**src/rtl/cache_control_if.sv**
```systemverilog
// CPU request and physical-memory handshake bundle for the L1 cache controller.
// master: request/memory environment side; slave: the controller.
interface cache_control_if #(
  parameter int S_OFFSET = 5
);
  logic                  mem_read;
  logic                  mem_write;
  logic [3:0]            mem_byte_enable;
  logic [S_OFFSET-3:0]   word_sel;
  logic                  mem_resp;
  logic                  pmem_read;
  logic                  pmem_write;
  logic                  pmem_resp;

  modport master (
    output mem_read, mem_write,
    output mem_byte_enable, word_sel,
    output pmem_resp,
    input  mem_resp, pmem_read, pmem_write
  );

  modport slave (
    input  mem_read, mem_write,
    input  mem_byte_enable, word_sel,
    input  pmem_resp,
    output mem_resp, pmem_read, pmem_write
  );
endinterface

```
**src/rtl/cache_control.sv**
```systemverilog
// Sequencing FSM for a 2-way write-back, write-allocate L1 cache,
// with hit/miss performance counters.
module cache_control #(
  parameter int s_offset = 5,
  parameter int s_mask   = 2**s_offset
) (
  input  logic              clk,
  input  logic              rst,
  cache_control_if.slave    bus,
  input  logic [1:0]        hit,
  input  logic [1:0]        dirty,
  input  logic              lru,
  output logic              pmem_addr_sel,
  output logic [s_mask-1:0] way0_write_en,
  output logic [s_mask-1:0] way1_write_en,
  output logic              datain_sel,
  output logic [1:0]        tag_load,
  output logic [1:0]        valid_load,
  output logic [1:0]        dirty_load,
  output logic              dirty_in,
  output logic              lru_load,
  output logic              lru_in,
  output logic [31:0]       hit_count,
  output logic [31:0]       miss_count
);

  typedef enum logic [1:0] {
    IDLE, CHECK, WRITEBACK, FILL
  } state_t;

  state_t            r_state;
  state_t            w_state_n;
  logic              r_victim;
  logic              r_miss;
  logic [31:0]       r_hit_count;
  logic [31:0]       r_miss_count;
  logic              w_req;
  logic              w_hway;
  logic              w_miss;
  logic              w_resp;
  logic              w_pread;
  logic              w_pwrite;
  logic [s_mask-1:0] w_be_line;

  assign w_req  = bus.mem_read | bus.mem_write;
  // way 0 wins when both ways report a hit
  assign w_hway = ~hit[0];
  assign w_be_line =
    {{(s_mask-4){1'b0}}, bus.mem_byte_enable}
      << {bus.word_sel, 2'b00};

  assign bus.mem_resp   = w_resp;
  assign bus.pmem_read  = w_pread;
  assign bus.pmem_write = w_pwrite;
  assign hit_count      = r_hit_count;
  assign miss_count     = r_miss_count;

  always_comb begin
    w_state_n     = r_state;
    w_miss        = 1'b0;
    w_resp        = 1'b0;
    w_pread       = 1'b0;
    w_pwrite      = 1'b0;
    pmem_addr_sel = 1'b0;
    way0_write_en = '0;
    way1_write_en = '0;
    datain_sel    = 1'b0;
    tag_load      = 2'b00;
    valid_load    = 2'b00;
    dirty_load    = 2'b00;
    dirty_in      = 1'b0;
    lru_load      = 1'b0;
    lru_in        = 1'b0;
    unique case (r_state)
      IDLE: begin
        if (w_req) w_state_n = CHECK;
      end
      CHECK: begin
        if (!w_req) begin
          w_state_n = IDLE;
        end else if (|hit) begin
          w_resp    = 1'b1;
          lru_load  = 1'b1;
          lru_in    = ~w_hway;
          w_state_n = IDLE;
          if (bus.mem_write) begin
            if (w_hway) way1_write_en = w_be_line;
            else        way0_write_en = w_be_line;
            dirty_load[w_hway] = 1'b1;
            dirty_in           = 1'b1;
          end
        end else begin
          w_miss    = 1'b1;
          w_state_n = dirty[lru] ? WRITEBACK : FILL;
        end
      end
      WRITEBACK: begin
        w_pwrite      = 1'b1;
        pmem_addr_sel = 1'b1;
        if (bus.pmem_resp) w_state_n = FILL;
      end
      FILL: begin
        w_pread = 1'b1;
        if (bus.pmem_resp) begin
          if (r_victim) way1_write_en = '1;
          else          way0_write_en = '1;
          datain_sel           = 1'b1;
          tag_load[r_victim]   = 1'b1;
          valid_load[r_victim] = 1'b1;
          dirty_load[r_victim] = 1'b1;
          w_state_n            = CHECK;
        end
      end
      default: w_state_n = IDLE;
    endcase
  end

  always_ff @(posedge clk) begin
    if (rst) begin
      r_state      <= IDLE;
      r_victim     <= 1'b0;
      r_miss       <= 1'b0;
      r_hit_count  <= '0;
      r_miss_count <= '0;
    end else begin
      r_state <= w_state_n;
      if (w_miss) begin
        r_victim     <= lru;
        r_miss       <= 1'b1;
        r_miss_count <= r_miss_count + 32'd1;
      end
      // only requests that never missed count as hits
      if (w_resp) begin
        r_miss <= 1'b0;
        if (!r_miss) r_hit_count <= r_hit_count + 32'd1;
      end
    end
  end

endmodule

```
**src/flat_wrapper.sv**
```systemverilog
// flat-port wrapper written by rule: the top's interface ports become plain ports
module cache_control_flat 
#(
  parameter int s_offset = 5,
  parameter int s_mask   = 2**s_offset
)
  (clk, rst, hit, dirty, lru, pmem_addr_sel, way0_write_en, way1_write_en, datain_sel, tag_load, valid_load, dirty_load, dirty_in, lru_load, lru_in, hit_count, miss_count, bus_mem_read, bus_mem_write, bus_mem_byte_enable, bus_word_sel, bus_pmem_resp, bus_mem_resp, bus_pmem_read, bus_pmem_write);
  cache_control_if #(.S_OFFSET((5))) bus_i ();
  input  logic clk;
  input  logic rst;
  input  logic [1:0] hit;
  input  logic [1:0] dirty;
  input  logic lru;
  output logic pmem_addr_sel;
  output logic [s_mask-1:0] way0_write_en;
  output logic [s_mask-1:0] way1_write_en;
  output logic datain_sel;
  output logic [1:0] tag_load;
  output logic [1:0] valid_load;
  output logic [1:0] dirty_load;
  output logic dirty_in;
  output logic lru_load;
  output logic lru_in;
  output logic [31:0] hit_count;
  output logic [31:0] miss_count;
  input wire logic [$bits(bus_i.mem_read)-1:0] bus_mem_read;
  input wire logic [$bits(bus_i.mem_write)-1:0] bus_mem_write;
  input wire logic [$bits(bus_i.mem_byte_enable)-1:0] bus_mem_byte_enable;
  input wire logic [$bits(bus_i.word_sel)-1:0] bus_word_sel;
  input wire logic [$bits(bus_i.pmem_resp)-1:0] bus_pmem_resp;
  output wire logic [$bits(bus_i.mem_resp)-1:0] bus_mem_resp;
  output wire logic [$bits(bus_i.pmem_read)-1:0] bus_pmem_read;
  output wire logic [$bits(bus_i.pmem_write)-1:0] bus_pmem_write;
  assign bus_i.mem_read = bus_mem_read;
  assign bus_i.mem_write = bus_mem_write;
  assign bus_i.mem_byte_enable = bus_mem_byte_enable;
  assign bus_i.word_sel = bus_word_sel;
  assign bus_i.pmem_resp = bus_pmem_resp;
  assign bus_mem_resp = bus_i.mem_resp;
  assign bus_pmem_read = bus_i.pmem_read;
  assign bus_pmem_write = bus_i.pmem_write;
  cache_control #(.s_offset(s_offset), .s_mask(s_mask)) u_core (.clk(clk), .rst(rst), .bus(bus_i), .hit(hit), .dirty(dirty), .lru(lru), .pmem_addr_sel(pmem_addr_sel), .way0_write_en(way0_write_en), .way1_write_en(way1_write_en), .datain_sel(datain_sel), .tag_load(tag_load), .valid_load(valid_load), .dirty_load(dirty_load), .dirty_in(dirty_in), .lru_load(lru_load), .lru_in(lru_in), .hit_count(hit_count), .miss_count(miss_count));
endmodule
```
**config.mk**
```make
export PLATFORM = sky130hd
export DESIGN_NAME = cache_control_flat
export DESIGN_NICKNAME = d
export VERILOG_FILES = /design/src/rtl/cache_control_if.sv /design/src/rtl/cache_control.sv /design/src/flat_wrapper.sv
export SDC_FILE = /design/constraint.sdc
export NUM_CORES = 1
export LEC_CHECK = 0
export CAP_MARGIN = 20
export CORE_MARGIN = 10
export CORE_UTILIZATION = 40
export CTS_CLUSTER_SIZE = 20
export DETAILED_ROUTE_END_ITERATION = 10
export PLACE_DENSITY = 0.79
export SETUP_SLACK_MARGIN = 0.4
export SYNTH_ARGS = -nofsm -noshare
export SYNTH_HDL_FRONTEND = slang
export SYNTH_SLANG_ARGS = --single-unit
```
**constraint.sdc**
```tcl
create_clock -name clk -period 2.77 [get_ports clk]
set_input_delay 0.277 -clock clk [delete_from_list [all_inputs] [get_ports clk]]
set_output_delay 0.277 -clock clk [all_outputs]
set_load 0.005 [all_outputs]
```
==> flow_summary.ini, run 1 <==
[critical_path]
r2r_cells = 7
cp_slowest_stage_delay_ns = 0.49
cpLargestDelayFamily = buffers and inverters
crit_path_end_kind = output port
worstSetupStartpoint = u_core.r_state[0]$_SDFFE_PP0P_
cp.depth = 8
cp.required_ns = 2.49
cp_num_buf_inv = 3
cp_slowest_cell = clkdlybuf4s50_1
cp-start-kind = flop
timing.rr.start = u_core.r_state[1]$_SDFFE_PP0P_
rr_endpoint = u_core.hit_count[31]$_SDFFE_PP0P_
ff2ff_setup_slack_ns = 0.55
arrival_ns = 2.17
setup.worst_path.class = flop to output port
critPathCapture = way0_write_en[3]
crit_chain = ha_4 -> and2_4 -> nand2b_1 -> inv_2 -> a31oi_4 -> clkbuf_16 -> a21oi_1 -> clkdlybuf4s50_1
critPathMaxFanout = 16

[routing]
drc = 0
routed-via-count = 4543
drtIter0Drc = 460
routed_wl_microns = 14300
first_pass_iters = 5
antenna_left = 0
viasPerCell = 5.51
wl_per_cell_microns = 17.3

[timing]
fin_tns_setup_ns = 0
relSlewSlack_pct = 56.1
slew_violations = 0
period_needed_ns = 2.45
fin_skew_ns = 0.00679
hold_ws_ns = 0.183
worst_slack_ns = 0.319
hold_viol_final = 0
rsz0062_at_grt = true
max_freq_mhz = 408
worst-slew-pin-transition_ns = 0.658
setup_violations = 0
fin_crit_sh_pct = 88.5

[layout]
nFillCells = 845
final_cell_mix = clkdlybuf4s50_1, a21oi_1, nand2_1, dfxtp_1, nor2_1
final_common_cell = clkdlybuf4s50_1
drive_gt1_share_pct = 11.3
nNetsFinal = 712
instances_no_fill = 825
n_antenna_cell = 0
area_growth_pct = 55.4

[placed_design]
port_buffers = 158
dpl_worst_slack_ns = 0.212
gp_congestion = 0.874
dp_hpwl_microns = 10600
placed_cells = 799

[floorplanning]
rows = 36
coreArea_sq_mm = 0.00968
ios = 159
dieArea_sq_mm = 0.0142
die_x_microns = 119
initial_core_util_pct = 40.7
dieHeight_microns = 119

[logic_synthesis]
seq_area_frac_synth_pct = 34.6
synthCells = 528
synthDistinctLibCells = 47
avgSynthCellArea_sq_um = 7.46
synth_area_sq_mm = 0.00394
syn-num-nets = 551
synth_edf_count = 0
synth-seq-cells = 68
synth-async-reset-ratio_pct = 0
synthFlopType = dfxtp_1
synth_warnings = 0

[power_and_ir_drop]
ir_drop_mv = 0.267
p_per_area_mw_per_mm2 = 329
p_leak_nw = 2.43
p_int_mw = 1.54
pwr-share-clk_pct = 40.0
seqPwrFrac_pct = 49.2
switchingPower_mw = 0.474
sw_frac_of_total_pct = 23.5
finalPower_mw = 2.01
comb_power_share_pct = 10.8

[global_route]
first_global_vias = 4411
grt_first_pass_wirelength_microns = 22200
grt_max_degree = 65
track_usage_pct = 18.6
grt.overflow.total = 0
antenna_found_initial = 0

[clocking]
root_buffer = clkbuf_8
cts_buffers = 9
cts.clk_slew.worst_paths_ns = 0.06
clock_path_buffers = 2
cts_tree = built
numClockSinks = 68
htree_levels = 3
clk_latency_ns = 0.34

[worst_hold_path]
min_path_type = input pin to flop

[run]
maxCapViolations = 0

[run_status]
run_status = finished clean
[per-layer routing]
| layer | vias to the layer above | routed length (microns) | GRT usage [%] |
|---|---|---|---|
| met4 | 0 | 340 | 8.09 |
| met3 | 27 | 1310 | 5.34 |
| met1 | 2111 | 5780 | 20.6 |
| met2 | 233 | 6830 | 32.3 |
| li1 | 2172 | - | - |
| met5 | - | 0 | 0 |
[per-stage QoR]
stage               instance area (sq um)  util, %
global route                         6120     63.2
finish                               6120     63.2
global placement                     5650     58.3
CTS                                  6010     62.0
floorplan                            3940        -
detailed placement                   5660     58.4
[area by class of cell]
type | instances | area, sq um | area share, %
clock buffer | 12 | 155 | 2.53
timing repair buffer | 182 | 1870 | 30.6
sequential | 68 | 1370 | 22.4
multi-input combinational | 412 | 2470 | 40.3
clock inverter | 2 | 35.0 | 0.572
tap | 133 | 166 | 2.72
inverter | 16 | 60.1 | 0.981
[sequential cells by signal (all words and copies together) (netlist names)]
signal	flops
u_core.r_miss	1
u_core.r_state	2
u_core.hit_count	32
u_core.miss_count	32
u_core.r_victim	1
[worst reg2reg max path: stages (launching register included)]
cell     delay [ns]
dfxtp_4        0.36
inv_2          0.08
ha_4           0.17
o21a_2         0.26
nand4_1        0.21
or3_1          0.44
nor3_1         0.23
mux2_2         0.35
[timing repair]
action | CTS | global route
hold buffers | 0 | 0
endpoints found under the setup margin | 67 | 64
setup buffers | 7 | 2
cloned | 2 | 1
pin swaps | 1 | 1
resized for setup | 36 | 38
[power groups by stage]
stage          sequential [mW]  clock, mW  combinational (mW)
6_report                 0.992      0.805               0.217
5_1_grt                  0.992      0.875               0.233
4_1_cts                  0.992      0.829               0.203
3_5_place_dp              1.01          0               0.179
3_3_place_gp              1.01          0               0.174
2_1_floorplan             1.01          0              0.0889
[Yosys cell counts (all sizes together) (2+ instances only)]
cell    instances  area share [%]
a21oi          91              12
and2            6            0.95
and3           11             1.9
and4            4            0.89
and4bb          2            0.64
buf            11             1.6
clkbuf         21             2.0
dfxtp          68              35
ha              6             1.9
inv            16             1.5
mux2            2            0.57
nand2          68             6.6
nand2b          2            0.32
nand3          21             3.4
nand4          13             2.1
nor2           57             5.4
nor2b           3            0.48
nor3           18             2.3
nor3b           5            0.95
nor4            7             1.9
o21ai          18             2.3
o31ai           3            0.57
or3            19             3.0
or4             6             1.3
xnor2          29             6.4
xor2           10             2.2
[kinds of logic after synthesis]
| family | count (synthesis) | share of synthesized area [%] |
|---|---|---|
| AO/OA/AOI/OAI | 119 | 15.9 |
| XOR/XNOR | 39 | 8.67 |
| buffers and inverters | 48 | 5.14 |
| multiplexers | 3 | 0.826 |
| flip-flops | 68 | 34.6 |
| AND/OR/NAND/NOR | 245 | 33.0 |
| adder cells (fa/ha/maj) | 6 | 1.91 |
[how the worst min path moves through the flow]
stage,from,slack [ns],endpoint,cells past startpoint
after floorplan,lru,0.41,u_core.r_victim$_SDFFE_PP0P_,2
final,rst,0.18,u_core.hit_count[26]$_SDFFE_PP0P_,2
after CTS,rst,0.17,u_core.hit_count[30]$_SDFFE_PP0P_,2
after detailed placement,u_core.r_miss$_SDFFE_PP0P_,0.47,u_core.r_miss$_SDFFE_PP0P_,2
after global placement,u_core.r_miss$_SDFFE_PP0P_,0.46,u_core.r_miss$_SDFFE_PP0P_,2
after global routing,rst,0.19,u_core.hit_count[30]$_SDFFE_PP0P_,2
(Power assumes the default switching activity.)
==> inputs of run 2 (changes only) <==
--- a/config.mk
+++ b/config.mk
@@ -5,13 +5,14 @@
 export SDC_FILE = /design/constraint.sdc
 export NUM_CORES = 1
 export LEC_CHECK = 0
+export ABC_CLOCK_PERIOD_IN_PS = 2770
 export CAP_MARGIN = 20
 export CORE_MARGIN = 10
 export CORE_UTILIZATION = 40
 export CTS_CLUSTER_SIZE = 20
 export DETAILED_ROUTE_END_ITERATION = 10
-export PLACE_DENSITY = 0.79
-export SETUP_SLACK_MARGIN = 0.4
+export PLACE_DENSITY_LB_ADDON = 0.08
+export SETUP_SLACK_MARGIN = 0.3
 export SYNTH_ARGS = -nofsm -noshare
 export SYNTH_HDL_FRONTEND = slang
 export SYNTH_SLANG_ARGS = --single-unit
==> flow_summary.ini, run 2 (synthesis results as in run 1) <==
[timing]
worst-slew-pin-transition_ns = 0.639
slew_violations = 0
rsz0062_at_grt = true
fin_skew_ns = 0.0118
relSlewSlack_pct = 57.1
period_needed_ns = 2.57
fin_tns_setup_ns = 0
max_freq_mhz = 389
setup_violations = 0
hold_ws_ns = 0.396
hold_viol_final = 0
fin_crit_sh_pct = 92.8

[routing]
viasPerCell = 5.35
wl_per_cell_microns = 17.4
drc = 0
antenna_left = 0
routed_wl_microns = 14400
drtIter0Drc = 328
first_pass_iters = 5
routed-via-count = 4420

[floorplanning]
rows = 36
dieHeight_microns = 119
initial_core_util_pct = 40.7
die_x_microns = 119
ios = 159
dieArea_sq_mm = 0.0142
coreArea_sq_mm = 0.00968

[layout]
final_cell_mix = clkdlybuf4s50_1, a21oi_1, nand2_1, dfxtp_1, nor2_1
instances_no_fill = 826
final_common_cell = clkdlybuf4s50_1
final-seq-area_sq_mm = 0.00137
area_growth_pct = 56.2
nFillCells = 858
nNetsFinal = 711
drive_gt1_share_pct = 10.2
multi_input_area_sq_mm = 0.00243
n_antenna_cell = 0

[placed_design]
gp_congestion = 0.852
port_buffers = 158
placed_cells = 795
dp_hpwl_microns = 10100

[critical_path]
setup.worst_path.class = flop to output port
arrival_ns = 2.29
crit_path_end_kind = output port
critPathMaxFanout = 13
cp.required_ns = 2.49
cp-start-kind = flop

[clocking]
htree_levels = 3
cts_tree = built
hold_buffers = 0
clock_path_buffers = 2
cts.clk_slew.worst_paths_ns = 0.08
numClockSinks = 68
root_buffer = clkbuf_8
cts_buffers = 9
clk_latency_ns = 0.34

[global_route]
track_usage_pct = 18.1
grt_first_pass_wirelength_microns = 21600
grt.overflow.total = 0
grt_max_degree = 43
antenna_found_initial = 0
grtUsageMet1_pct = 22.0
met2_usage_pct = 29.2
first_global_vias = 4074
grtUsageMet3_pct = 6.61
busiest_layer = met2

[power_and_ir_drop]
p_per_area_mw_per_mm2 = 360
ir_drop_mv = 0.350
finalPower_mw = 2.21
p_leak_nw = 2.63

[run]
maxCapViolations = 0

[run_status]
run_status = finished clean

[worst_hold_path]
min_path_type = input pin to flop
run 2: layer usage:
metal	vias to the layer above	share of wire, %
li1	2161	-
met1	2071	43
met2	157	46
met3	31	7.9
met4	0	2.8
met5	-	0
run 2: cell type report:
class                   instances  area share (%)
flip-flops and latches         68            22.2
inverters                      16           0.976
clock inverters                 5            1.75
repair buffers                181            30.5
multi-input cells             412            39.6
clock buffers                  11            2.30
well taps                     133            2.70
run 2: where the power goes:
part	switching [mW]	leakage, nW	internal [mW]
clock	0.390	0.124	0.628
combinational	0.112	1.96	0.0925
sequential	0.00830	0.549	0.984
total	0.510	2.63	1.70
run 2: what timing repair did:
| item | CTS | global route |
|---|---|---|
| pin swaps | 0 | 2 |
| gates resized for setup | 27 | 41 |
| gates cloned | 2 | 3 |
| setup endpoints to repair | 62 | 54 |
| setup buffers | 1 | 9 |
run 2: worst paths after layout:
| path | startpoint | endpoint | slack, ns | depth (start not counted) |
|---|---|---|---|---|
| max | u_core.r_state[0]$_SDFFE_PP0P_ | way0_write_en[14] | 0.20 | 8 |
| min | rst | u_core.hit_count[25]$_SDFFE_PP0P_ | 0.40 | 2 |
| max reg2reg | u_core.r_state[1]$_SDFFE_PP0P_ | u_core.miss_count[31]$_SDFFE_PP0P_ | 0.60 | 7 |
| min reg2reg | u_core.r_miss$_SDFFE_PP0P_ | u_core.r_miss$_SDFFE_PP0P_ | 0.48 | 2 |
run 2: through the flow:
| step | cell area [sq um] | utilization [%] | setup WS (ns) |
|---|---|---|---|
| global route | 6150 | 63.5 | 0.0914 |
| CTS | 5910 | 61.0 | 0.257 |
| global placement | 5620 | 58.1 | 0.313 |
| floorplan | 3940 | - | 0.727 |
| detailed placement | 5620 | 58.1 | 0.292 |
| finish | 6150 | 63.5 | 0.199 |
run 2: worst max-delay path: stages, from the launching register on:
cell             delay [ns]
dfxtp_4                0.36
ha_1                   0.23
and2_4                 0.17
nand2b_1               0.10
inv_2                  0.06
a31oi_4                0.24
buf_6                  0.20
a21oi_1                0.07
clkdlybuf4s50_1        0.52
